==> src/rtl/alu_result_writeback.sv <==
// ALU result writeback: FIFO-buffered 16-bit results written byte-wise into an 8-bit register-file port.
// Optional RAW hazard lookup on pending writes is enabled by defining WB_HAZARD_EN.
module alu_result_writeback #(
  parameter int unsigned FIFO_DEPTH = 2,
  parameter int unsigned ADDR_W     = 5
) (
  input  logic              clk,
  input  logic              reset_n,
  input  logic              in_valid,
  output logic              in_ready,
  input  logic [15:0]       in_result,
  input  logic [ADDR_W-1:0] in_dest,
  input  logic              in_wide,
  output logic              rf_we,
  output logic [ADDR_W-1:0] rf_addr,
  output logic [7:0]        rf_wdata,
  input  logic              rf_grant,
  output logic              busy,
  input  logic [ADDR_W-1:0] query_addr,
  output logic              query_hit
);

  localparam int unsigned IDX_W = (FIFO_DEPTH > 1) ? $clog2(FIFO_DEPTH) : 1;
  localparam int unsigned PTR_W = IDX_W + 1;

  typedef enum logic [1:0] {IDLE, WR_LO, WR_HI} state_e;

  state_e            state_q;
  logic [15:0]       res_mem_q  [FIFO_DEPTH];
  logic [ADDR_W-1:0] dest_mem_q [FIFO_DEPTH];
  logic              wide_mem_q [FIFO_DEPTH];
  logic [PTR_W-1:0]  wr_ptr_q, rd_ptr_q;
  logic [IDX_W-1:0]  wr_idx, rd_idx;
  logic              empty, full, push, pop;
  logic [ADDR_W-1:0] cur_dest_q;
  logic [7:0]        cur_hi_q;
  logic              cur_wide_q;
  logic [15:0]       head_res;
  logic [ADDR_W-1:0] head_dest;
  logic              head_wide;

  assign wr_idx    = wr_ptr_q[IDX_W-1:0];
  assign rd_idx    = rd_ptr_q[IDX_W-1:0];
  assign empty     = (wr_ptr_q == rd_ptr_q);
  assign full      = (wr_ptr_q[PTR_W-1] != rd_ptr_q[PTR_W-1]) && (wr_idx == rd_idx);
  assign push      = in_valid && !full;
  assign in_ready  = !full;
  assign busy      = !empty || rf_we;
  assign head_res  = res_mem_q[rd_idx];
  assign head_dest = dest_mem_q[rd_idx];
  assign head_wide = wide_mem_q[rd_idx];

  always_comb begin
    pop = 1'b0;
    case (state_q)
      IDLE:    pop = !empty;
      WR_LO:   pop = rf_grant && !cur_wide_q && !empty;
      WR_HI:   pop = rf_grant && !empty;
      default: pop = 1'b0;
    endcase
  end

  always_ff @(posedge clk) begin
    if (push) begin
      res_mem_q[wr_idx]  <= in_result;
      dest_mem_q[wr_idx] <= in_dest;
      wide_mem_q[wr_idx] <= in_wide;
    end
  end

  always_ff @(posedge clk) begin
    if (!reset_n) begin
      wr_ptr_q <= '0;
      rd_ptr_q <= '0;
    end else begin
      if (push) wr_ptr_q <= wr_ptr_q + 1'b1;
      if (pop)  rd_ptr_q <= rd_ptr_q + 1'b1;
    end
  end

  // A pop always starts a new low-byte write, so it takes priority over the per-state
  // completion handling; the remaining cases only cover granted writes with nothing to pop.
  always_ff @(posedge clk) begin
    if (!reset_n) begin
      state_q    <= IDLE;
      rf_we      <= 1'b0;
      rf_addr    <= '0;
      rf_wdata   <= '0;
      cur_dest_q <= '0;
      cur_hi_q   <= '0;
      cur_wide_q <= 1'b0;
    end else if (pop) begin
      state_q    <= WR_LO;
      rf_we      <= 1'b1;
      rf_addr    <= head_wide ? {head_dest[ADDR_W-1:1], 1'b0} : head_dest;
      rf_wdata   <= head_res[7:0];
      cur_dest_q <= head_dest;
      cur_hi_q   <= head_res[15:8];
      cur_wide_q <= head_wide;
    end else begin
      case (state_q)
        WR_LO: begin
          if (rf_grant) begin
            if (cur_wide_q) begin
              state_q  <= WR_HI;
              rf_addr  <= {cur_dest_q[ADDR_W-1:1], 1'b1};
              rf_wdata <= cur_hi_q;
            end else begin
              state_q <= IDLE;
              rf_we   <= 1'b0;
            end
          end
        end
        WR_HI: begin
          if (rf_grant) begin
            state_q <= IDLE;
            rf_we   <= 1'b0;
          end
        end
        default: state_q <= IDLE;
      endcase
    end
  end

`ifdef WB_HAZARD_EN
  function automatic logic reg_match(input logic [ADDR_W-1:0] d, input logic w,
                                     input logic [ADDR_W-1:0] q);
    return w ? (d[ADDR_W-1:1] == q[ADDR_W-1:1]) : (d == q);
  endfunction

  logic [PTR_W-1:0] count;
  logic [IDX_W-1:0] idx;
  logic             hit;

  always_comb begin
    hit   = 1'b0;
    idx   = '0;
    count = wr_ptr_q - rd_ptr_q;
    for (int unsigned k = 0; k < FIFO_DEPTH; k++) begin
      idx = rd_idx + IDX_W'(k);
      if ((PTR_W'(k) < count) && reg_match(dest_mem_q[idx], wide_mem_q[idx], query_addr))
        hit = 1'b1;
    end
    case (state_q)
      WR_LO:   if (reg_match(cur_dest_q, cur_wide_q, query_addr)) hit = 1'b1;
      WR_HI:   if (query_addr == {cur_dest_q[ADDR_W-1:1], 1'b1}) hit = 1'b1;
      default: ;
    endcase
  end

  assign query_hit = hit;
`else
  logic unused_hazard_bits;
  assign unused_hazard_bits = ^{query_addr, cur_dest_q[0]};
  assign query_hit = 1'b0;
`endif

endmodule

==> config.mk <==
export PLATFORM = sky130hd
export DESIGN_NAME = alu_result_writeback
export DESIGN_NICKNAME = d
export VERILOG_FILES = /design/src/rtl/alu_result_writeback.sv
export SDC_FILE = /design/constraint.sdc
export NUM_CORES = 1
export LEC_CHECK = 0
export BUFFER_PORTS_ARGS = -buffer_cell sky130_fd_sc_hd__buf_2
export CAP_MARGIN = 10
export CELL_PAD_IN_SITES_DETAIL_PLACEMENT = 0
export CELL_PAD_IN_SITES_GLOBAL_PLACEMENT = 1
export CORE_MARGIN = 3
export CORE_UTILIZATION = 45
export CTS_CLUSTER_DIAMETER = 120
export CTS_CLUSTER_SIZE = 16
export DETAILED_ROUTE_END_ITERATION = 12
export PLACE_DENSITY = 0.81
export SETUP_SLACK_MARGIN = 0.2
export SYNTH_ARGS = -nofsm -noshare
export SYNTH_HDL_FRONTEND = slang
export SYNTH_SLANG_ARGS = --single-unit
==> constraint.sdc <==
create_clock -name clk -period 2.5 [get_ports clk]
set_clock_uncertainty 0.05 [all_clocks]
set_input_delay 0.375 -clock clk [delete_from_list [all_inputs] [get_ports clk]]
set_output_delay 0.375 -clock clk [all_outputs]
set_load 0.03 [all_outputs]
==> summary.txt <==
Routed vias: 1861
CP Data Arrival Time: 2.26 ns
Final Util: 55.2%
Yosys cell types: 38
Worst-Skew Late Latency: 0.34 ns
Cells after Synth: 228
HP Start: in_result[14]
Vias in the first global route: 1836
Post-synth EDFFs: 44
Io pins: 48
Pwr/cell area: 1290 nW/um2
Outcome: completed
Most common cell in the synthesized netlist: edfxtp_1
Initial Util: 47.5%
Reg2reg start: state_q[0]
Ant. Diodes: 0
FILL cells: 577
Max Fclk: 0.480 GHz
Ratio of cells with drive above 1 in the final layout: 28.9%
DP HPWL: 3590 um
Worst Setup SP: state_q[0]
Vias per cell: 5.21
Synth top cells by count: edfxtp_1 (44), dfxtp_1 (34), mux2i_1 (22)
Max IR drop VDD: 603 uV
Die width: 88.8 um
Sequential element share of the synthesized area: 64.8%
First-pass DRT Iterations: 4
Port Buf Inserts: 41
GP Congestion: 0.726
Max Cap Viol: 0
Die ar.: 7890 um2
Synth warn: 0
Mapped Area: 3090 um2
# H-tree levels: 3
DR iter-0 viols: 94
Tcrit/Tclk final: 83.3%
Syn avg cell area: 13.5 um2
Final setup violation count: 0
Post-synth top area cell: edfxtp_1
Final nets: 310
Leak Pwr: 1.37 nW
PostCTS Resize Cnt: 0
RSZ-0062 raised after global routing: false
Crit path required time: 2.68 ns
Clk sinks: 78
CTS tree: done
WL/cell: 15.7 um
Area contributors post-synth: edfxtp_1 (43%), dfxtp_1 (22%), mux2i_1 (7.1%)
Clock tree buffer depth: 2
Synthesized flop and latch total: 78
Ys async rst share: 0%
Drc violations: 0
Post-DRT Antenna Nets: 0
Initial antenna violation count: 0
CTS hold repair buffers: 0
Slew Limit Fails: 0
Worst Hold Class: in -> reg
Crit-path cells: inv_1 -> ha_1 -> nand2b_1 -> a31o_1 -> and3b_1 -> buf_4 -> mux2i_1 -> o21ai_1
Setup TNS: 0 ns
Final wirelength: 5590 um
Crit Path Max Fanout: 27
Max stage delay cell, worst path: dfxtp_1
# Post-CTS Setup Buffers: 0
Multi-input logic area: 980 um2
Share of the synthesized area in the top cell type: 42.8%
Area of the core: 6490 um2
Prevailing post-synth register cell: edfxtp_1
Clock Pin Slew Worst Setup and Hold Paths: 0.08 ns
Crit-path max cell delay: 0.41 ns
Worst setup path class: reg -> reg
Syn Nets: 263
Gr usage total: 15.4%
Hold WS: 0.167 ns
# rows: 29
Final hold violations: 0
Clk root buf: clkbuf_8
Flip-flop and latch area: 2000 um2
Period minus WS final: 2.08 ns
Num CTS Buffers: 9
Pin count of the biggest net entering global routing: 28
First-pass GRT wire length: 8910 um
Layout area overhead: 16.0%
Startpoint types: flop
Die height: 88.8 um
CP endpoint kind: flop
Gr ovfl total: 0
[worst max-delay path: cells and delay by family, from the launching register on]
family          cells  cell delay, ns
simple gates        2            0.34
compound gates      2            0.35
buf+inv             2            0.38
flops               1            0.41
mux                 1            0.20
fa+ha+maj           1            0.25
[cells in the final DEF, fill, tap and decap left out, types with 4 or more instances in the layout]
| master | count |
|---|---|
| a21oi_1 | 9 |
| buf_2 | 41 |
| buf_4 | 9 |
| clkbuf_8 | 9 |
| dfxtp_1 | 34 |
| edfxtp_1 | 44 |
| ha_1 | 4 |
| inv_1 | 5 |
| mux2_2 | 12 |
| mux2i_1 | 22 |
| nand2_1 | 10 |
| nor2b_1 | 5 |
| o211ai_1 | 13 |
| o21ai_0 | 13 |
| o21ai_1 | 11 |
| xnor2_1 | 4 |
[logic make-up after synthesis]
group / synth area share (%)
buf+inv: 3.52
flops: 64.8
fa+ha+maj: 1.62
other cells: 0.121
simple gates: 5.67
mux: 11.5
xor+xnor: 1.42
compound gates: 11.3
[path summary, 6_finish.rpt]
| check | to | slack, ns | depth (start not counted) |
|---|---|---|---|
| setup / recovery | rf_wdata[2] | 0.42 | 8 |
| setup reg to reg | rf_wdata[2] | 0.42 | 8 |
| hold / removal | res_mem_q[1][14] | 0.17 | 1 |
| hold reg to reg | rd_ptr_q[1] | 0.45 | 2 |
[metrics by stage]
step                instance area, um2  std cells  setup slack, ns  total power [mW]
CTS                               3580        357            0.426              4.68
global placement                  3370        341            0.459              3.65
finish                            3580        357            0.418              4.64
detailed placement                3370        341            0.453              3.68
global route                      3580        357            0.233              4.95
floorplan                         3090        228            0.216              3.28
[area by class of cell]
type	count	share of cell area, %
inverter	5	0.524
tap	77	2.69
sequential	78	55.9
clock buffer	10	3.56
timing repair buffer	50	7.61
multi-input combinational	131	27.3
clock inverter	6	2.41
[sequential cells by signal (all words and copies together) (netlist names), named ones only]
register / count
cur_hi_q: 8
rf_addr: 5
wide_mem_q: 2
wr_ptr_q: 2
res_mem_q: 32
state_q: 2
rf_we: 1
cur_wide_q: 1
dest_mem_q: 10
cur_dest_q: 4
rd_ptr_q: 2
rf_wdata: 8
[routing by layer]
layer	GRT usage, %	wire, um
met1	20.0	2600
met4	8.65	126
met5	0	0
met3	3.26	227
met2	24.0	2630
[power breakdown]
| part | switching (mW) | internal, mW | leakage [nW] |
|---|---|---|---|
| sequential | 0.169 | 1.73 | 0.691 |
| clock | 0.432 | 0.559 | 0.0962 |
| combinational | 1.07 | 0.681 | 0.584 |
| total | 1.67 | 2.97 | 1.37 |
No activity file was read; power rests on OpenSTA's default activity.
